### src/rtl/uart_tx_arbiter.sv
// Round-robin arbiter that shares one UART PISO transmitter between
// NUM_REQ byte requesters. It captures the winning byte and its parity mode,
// computes the parity bit, drives the PISO send/data/parity inputs, retires
// each frame on a PISO done rising edge, and aborts hung frames with a watchdog.
//
// Ports:
//   clk, reset        system clock, synchronous active-high reset
//   req_valid         per-requester byte pending (held until req_ready)
//   req_data          byte i at bits [8i+7:8i]
//   req_parity_type   mode i at bits [2i+1:2i]: 00/11 none, 01 odd, 10 even
//   req_ready         combinational one-hot accept strobe (IDLE only)
//   complete          one-hot, one-cycle frame-done strobe
//   grant_id          owner of the current frame
//   busy              high whenever the FSM is not IDLE
//   timeout_err       one-cycle pulse on watchdog abort
//   piso_send/piso_data/piso_parity_type/piso_parity_bit   PISO controls
//   piso_active/piso_done   PISO status, already synchronized to clk
module uart_tx_arbiter #(
    parameter int unsigned NUM_REQ     = 4,
    parameter int unsigned DATA_W      = 8,
    parameter int unsigned TIMEOUT_CYC = 4096
) (
    input  logic                        clk,
    input  logic                        reset,
    input  logic [NUM_REQ-1:0]          req_valid,
    input  logic [NUM_REQ*DATA_W-1:0]   req_data,
    input  logic [NUM_REQ*2-1:0]        req_parity_type,
    output logic [NUM_REQ-1:0]          req_ready,
    output logic [NUM_REQ-1:0]          complete,
    output logic [$clog2(NUM_REQ)-1:0]  grant_id,
    output logic                        busy,
    output logic                        timeout_err,
    output logic                        piso_send,
    output logic [DATA_W-1:0]           piso_data,
    output logic [1:0]                  piso_parity_type,
    output logic                        piso_parity_bit,
    input  logic                        piso_active,
    input  logic                        piso_done
);

    localparam int unsigned ID_W  = $clog2(NUM_REQ);
    localparam int unsigned CNT_W = $clog2(TIMEOUT_CYC);

    typedef enum logic [1:0] {
        S_IDLE      = 2'd0,
        S_SEND      = 2'd1,
        S_WAIT_DONE = 2'd2,
        S_RELEASE   = 2'd3
    } state_e;

    state_e              state_q, state_d;
    logic [ID_W-1:0]     ptr_q, ptr_d;
    logic [ID_W-1:0]     grant_q, grant_d;
    logic [DATA_W-1:0]   data_q, data_d;
    logic [1:0]          ptype_q, ptype_d;
    logic                pbit_q, pbit_d;
    logic                send_q, send_d;
    logic [NUM_REQ-1:0]  complete_q, complete_d;
    logic                busy_q, busy_d;
    logic                tout_q, tout_d;
    logic [CNT_W-1:0]    wdog_q, wdog_d;
    logic                done_prev_q;

    logic [DATA_W-1:0]   data_arr  [NUM_REQ];
    logic [1:0]          ptype_arr [NUM_REQ];
    logic                win_found;
    logic [ID_W-1:0]     win_id;
    logic                done_rise;
    int                  cand_sum;

    function automatic logic parity_of(input logic [DATA_W-1:0] d, input logic [1:0] t);
        case (t)
            2'b01:   return ~^d;
            2'b10:   return ^d;
            default: return 1'b0;
        endcase
    endfunction

    // Unpack the flat request buses into per-requester lanes.
    always_comb begin
        for (int i = 0; i < int'(NUM_REQ); i++) begin
            data_arr[i]  = req_data[i*int'(DATA_W) +: DATA_W];
            ptype_arr[i] = req_parity_type[i*2 +: 2];
        end
    end

    // First valid requester at or after the pointer, wrapping modulo NUM_REQ.
    always_comb begin
        win_found = 1'b0;
        win_id    = '0;
        cand_sum  = 0;
        for (int i = 0; i < int'(NUM_REQ); i++) begin
            cand_sum = int'(ptr_q) + i;
            if (cand_sum >= int'(NUM_REQ)) begin
                cand_sum = cand_sum - int'(NUM_REQ);
            end
            if (!win_found && req_valid[ID_W'(cand_sum)]) begin
                win_found = 1'b1;
                win_id    = ID_W'(cand_sum);
            end
        end
    end

    // Accept strobe is combinational so a requester sees it in its valid cycle.
    always_comb begin
        req_ready = '0;
        if (state_q == S_IDLE && win_found) begin
            req_ready[win_id] = 1'b1;
        end
    end

    assign done_rise = piso_done & ~done_prev_q;

    // Next-state and registered-output logic.
    always_comb begin
        state_d    = state_q;
        ptr_d      = ptr_q;
        grant_d    = grant_q;
        data_d     = data_q;
        ptype_d    = ptype_q;
        pbit_d     = pbit_q;
        send_d     = send_q;
        complete_d = '0;
        tout_d     = 1'b0;
        wdog_d     = wdog_q;

        case (state_q)
            S_IDLE: begin
                if (win_found) begin
                    grant_d = win_id;
                    data_d  = data_arr[win_id];
                    ptype_d = ptype_arr[win_id];
                    pbit_d  = parity_of(data_arr[win_id], ptype_arr[win_id]);
                    send_d  = 1'b1;
                    wdog_d  = '0;
                    state_d = S_SEND;
                end
            end
            S_SEND, S_WAIT_DONE: begin
                // A done edge wins over a coinciding watchdog expiry.
                if (state_q == S_WAIT_DONE && done_rise) begin
                    complete_d[grant_q] = 1'b1;
                    state_d             = S_RELEASE;
                end else if (wdog_q == CNT_W'(TIMEOUT_CYC - 1)) begin
                    tout_d  = 1'b1;
                    send_d  = 1'b0;
                    state_d = S_RELEASE;
                end else begin
                    wdog_d = wdog_q + 1'b1;
                    if (state_q == S_SEND && piso_active) begin
                        send_d  = 1'b0;
                        state_d = S_WAIT_DONE;
                    end
                end
            end
            S_RELEASE: begin
                // Hold off the next frame until the PISO has gone idle.
                if (!piso_active) begin
                    ptr_d   = (grant_q == ID_W'(NUM_REQ - 1)) ? '0 : grant_q + 1'b1;
                    state_d = S_IDLE;
                end
            end
            default: state_d = S_IDLE;
        endcase

        busy_d = (state_d != S_IDLE);
    end

    // State and output registers.
    always_ff @(posedge clk) begin
        if (reset) begin
            state_q     <= S_IDLE;
            ptr_q       <= '0;
            grant_q     <= '0;
            data_q      <= '0;
            ptype_q     <= '0;
            pbit_q      <= 1'b0;
            send_q      <= 1'b0;
            complete_q  <= '0;
            busy_q      <= 1'b0;
            tout_q      <= 1'b0;
            wdog_q      <= '0;
            done_prev_q <= 1'b0;
        end else begin
            state_q     <= state_d;
            ptr_q       <= ptr_d;
            grant_q     <= grant_d;
            data_q      <= data_d;
            ptype_q     <= ptype_d;
            pbit_q      <= pbit_d;
            send_q      <= send_d;
            complete_q  <= complete_d;
            busy_q      <= busy_d;
            tout_q      <= tout_d;
            wdog_q      <= wdog_d;
            done_prev_q <= piso_done;
        end
    end

    assign complete         = complete_q;
    assign grant_id         = grant_q;
    assign busy             = busy_q;
    assign timeout_err      = tout_q;
    assign piso_send        = send_q;
    assign piso_data        = data_q;
    assign piso_parity_type = ptype_q;
    assign piso_parity_bit  = pbit_q;

endmodule

### config.mk
export PLATFORM = sky130hd
export DESIGN_NAME = uart_tx_arbiter
export DESIGN_NICKNAME = d
export VERILOG_FILES = /design/src/rtl/uart_tx_arbiter.sv
export SDC_FILE = /design/constraint.sdc
export NUM_CORES = 1
export LEC_CHECK = 0
export CAP_MARGIN = 10
export CELL_PAD_IN_SITES_DETAIL_PLACEMENT = 2
export CELL_PAD_IN_SITES_GLOBAL_PLACEMENT = 2
export CORE_UTILIZATION = 23
export DETAILED_ROUTE_END_ITERATION = 8
export GPL_TIMING_DRIVEN = 0
export PLACE_DENSITY_LB_ADDON = 0.1
export SLEW_MARGIN = 10
export SYNTH_ARGS = -nofsm -noshare
export SYNTH_HDL_FRONTEND = slang
export SYNTH_SLANG_ARGS = --single-unit
### constraint.sdc
create_clock -name clk -period 3.49 [get_ports clk]
set_clock_uncertainty 0.1 [all_clocks]
set_input_delay 0.8725 -clock clk [delete_from_list [all_inputs] [get_ports clk]]
set_output_delay 0.8725 -clock clk [all_outputs]
set_load 0.01 [all_outputs]
==> impl_metrics.yaml <==
placement:
  placement.io_buffers: 71
  dpl_worst_slack_ns: -1.02
  postPlaceCellArea_mm2: 0.00302
  hpwl_mm: 5.44
  gp_congestion: 0.736
synthesis:
  ys_seq_area_share_pct: 34.1
  synthAdderAreaFrac_pct: 5.77
  synthDistinctLibCells: 44
  synthCells: 271
  synth_edf_count: 0
  muxShareOfSynthArea_pct: 3.34
  synth_xor_xnor_area_share_pct: 6.52
  synthFlopType: "dfxtp_1"
  syn_nets: 329
  synth-seq-cells: 37
  synthesis.area_mm2: 0.00217
  avgSynthCellArea_um2: 8.01
  yosysWarnings: 0
  synth-simple-area-share_pct: 29.9
  synth_top_family_by_area: "simple AND/OR/NAND/NOR gates"
  synthArstFlopShare_pct: 0
  synth-compound-area-share_pct: 16.7
sta:
  final-max-slew-violation-count: 0
  fin_crit_ns: 3.43
  setup-violations-final: 0
  setup_slack_ns: 0.0564
  setup_tns_ns: 0
  tightest_slew_ns: 0.517
  slew_headroom_pct: 65.5
  rsz0062_at_grt: "true"
  fmax_ghz: 0.291
  hold_viol: 0
  min_period_over_period_pct: 98.4
clocking:
  clkLatencyLatePin_ns: 0.29
  clockBufferDepth: 2
  clk_pin_slew_ns: 0.08
  cts_max_level: 2
  cts_buffers: 5
  cts_tree: "done"
  ctsRootBufferMaster: "clkbuf_8"
  cts_num_sinks: 37
  hold_buffers: 0
power:
  switching_share_pct: 31.7
  intPower_uw: 829
  finalPower_mw: 1.21
  p_seq_share_pct: 39.3
  vdd.ir_drop.worst_v: 0.000139
  p_switching_uw: 384
  power_density_mw_per_mm2: 363
  power_frac_clock_pct: 24.4
  p_comb_share_pct: 36.2
  leakagePower_nw: 1.31
die:
  core_mm2: 0.00920
  die_h_um: 99.1
  ios: 72
  die_w_um: 99.1
  rows: 35
  dieArea_mm2: 0.00983
  start_util_pct: 23.6
setup_path:
  worstPathArrival_ns: 3.49
  critical_path.reg2reg.startpoint: "ptr_q[0]"
  endpoint_kind: "register"
  cp-startpoint: "req_valid[2]"
  worstRegToRegCells: 9
  cp-endpoint: "piso_parity_bit"
  start_kind: "input pin"
  cp_max_fo: 6
  r2r-end: "piso_parity_bit"
  required_ns: 3.55
  worstSetupPathType: "input pin to register"
  rrSetupSlack_ns: 0.31
route:
  vias: 2270
  drtAntennaViolNets: 0
  drc_errors: 0
  first_pass_iters: 4
  finalWirelength_mm: 7.26
  vias_per_cell: 4.78
  drt-initial-drc-count: 37
  wl_per_cell_um: 15.3
hold_path:
  hp-class: "register to register"
final_layout:
  mostFrequentLayoutCells: "clkdlybuf4s50_1 (65), nand2_1 (39), dfxtp_1 (37)"
  layout_commonest_cell: "clkdlybuf4s50_1"
  n_antenna_cell: 0
  syn_to_final_growth_pct: 54.2
  nFillCells: 1064
  multi_input_area_mm2: 0.00147
  regArea_um2: 741
  drive_gt1_share_pct: 17.3
  design_area_mm2: 0.00334
  fin_nets: 421
global_routing:
  grt_pass1_wl_mm: 12.0
  antenna_found_initial: 0
  grt_overflow: 0
  first_global_vias: 2463
  grt_use_total_pct: 15.4
  grt_max_degree: 12
run_status:
  status: "finished clean"
flow_run:
  cap_viol_max_count: 0
==> through the flow <==
| stage | hold slack (ns) | cells | utilization (%) |
|---|---|---|---|
| after floorplan | 0.354 | 271 | - |
| after detailed placement | 0.360 | 453 | 32.8 |
| final | 0.365 | 475 | 36.4 |
| after CTS | 0.370 | 473 | 36.0 |
| after global routing | 0.393 | 475 | 36.4 |
| after global placement | 0.344 | 453 | 32.8 |
==> what timing repair did <==
item,in CTS,in global routing
buffers inserted,12,4
gates resized for setup,62,13
pin swaps,11,9
endpoints found under the setup margin,5,4
cloned,1,0
==> critical path, stage by stage <==
cell and delay [ns]:
buf_8 0.10, nor2b_4 0.13, or4b_4 0.63, a21bo_1 0.24, a32oi_2 0.27, xor2_1 0.23, xnor3_1 0.25, xnor3_1 0.43
mux2i_2 0.26, a211oi_2 0.09
==> synthesized netlist by cell type (2+ instances only) <==
cell type | n | share of area, %
nand2_1 | 40 | 6.9
dfxtp_1 | 37 | 34
a21oi_1 | 30 | 6.9
nor2_1 | 23 | 4.0
nand3_1 | 21 | 4.8
ha_1 | 10 | 5.8
nor2b_1 | 10 | 2.9
xor2_1 | 10 | 4.0
o21ai_0 | 8 | 1.8
clkbuf_1 | 7 | 1.2
a22oi_1 | 6 | 2.1
nand2b_1 | 6 | 1.7
and2_1 | 5 | 1.4
mux2i_1 | 5 | 2.3
buf_2 | 4 | 0.92
inv_1 | 4 | 0.69
a221oi_1 | 3 | 1.2
and3_1 | 3 | 0.87
and4_1 | 3 | 1.2
nor3b_1 | 3 | 1.0
nor4_1 | 3 | 0.87
a21bo_1 | 2 | 0.92
buf_1 | 2 | 0.35
mux2_2 | 2 | 1.0
nand4_1 | 2 | 0.58
or2_2 | 2 | 0.58
or3_1 | 2 | 0.58
xnor3_1 | 2 | 2.1
==> worst min path at each step <==
stage,cells past startpoint,end,start,slack (ns)
floorplan,2,wdog_q[10],wdog_q[10],0.35
detailed placement,2,piso_data[2],piso_data[2],0.36
finish,2,piso_data[2],piso_data[2],0.37
global route,2,piso_data[6],piso_data[6],0.39
CTS,2,piso_data[2],piso_data[2],0.37
global placement,2,piso_data[0],piso_data[0],0.34
==> area by class of cell <==
cell class,instances,share of cell area [%]
Multi-Input combinational cell,216,43.8
Inverter,4,0.449
Buffer,11,2.10
Timing Repair Buffer,88,24.9
Tap cell,111,4.15
Sequential cell,37,22.1
Clock buffer,6,2.17
Clock inverter,2,0.299
==> routing by layer <==
layer	track usage (%)	up-vias	wire length (um)
met4	3.05	0	48
met5	0	-	0
li1	-	1129	-
met1	19.0	1091	3370
met3	3.16	5	279
met2	27.6	45	3560
==> power by group through the flow <==
stage          clock network (mW)  logic, mW  registers, mW
2_1_floorplan                   0      0.210          0.493
4_1_cts                     0.313      0.438          0.478
5_1_grt                     0.331      0.483          0.482
6_report                    0.296      0.440          0.477
3_5_place_dp                    0      0.402          0.487
3_3_place_gp                    0      0.393          0.487
==> state kept, by name, indices dropped and copies added (netlist names) <==
name,flops
done_prev_q,1
grant_id,2
timeout_err,1
wdog_q,12
piso_parity_type,2
piso_send,1
busy,1
complete,4
state_q,2
piso_parity_bit,1
ptr_q,2
piso_data,8
==> cell families after synthesis <==
kind of cell               Yosys count
buffers and inverters               18
AOI/OAI and AO/OA                   57
xor gates and xnor gates            13
adders and majority gates           10
DFF                                 37
muxes                                7
and+or+nand+nor                    129
Note: power is estimated with default switching activity, not from simulation.
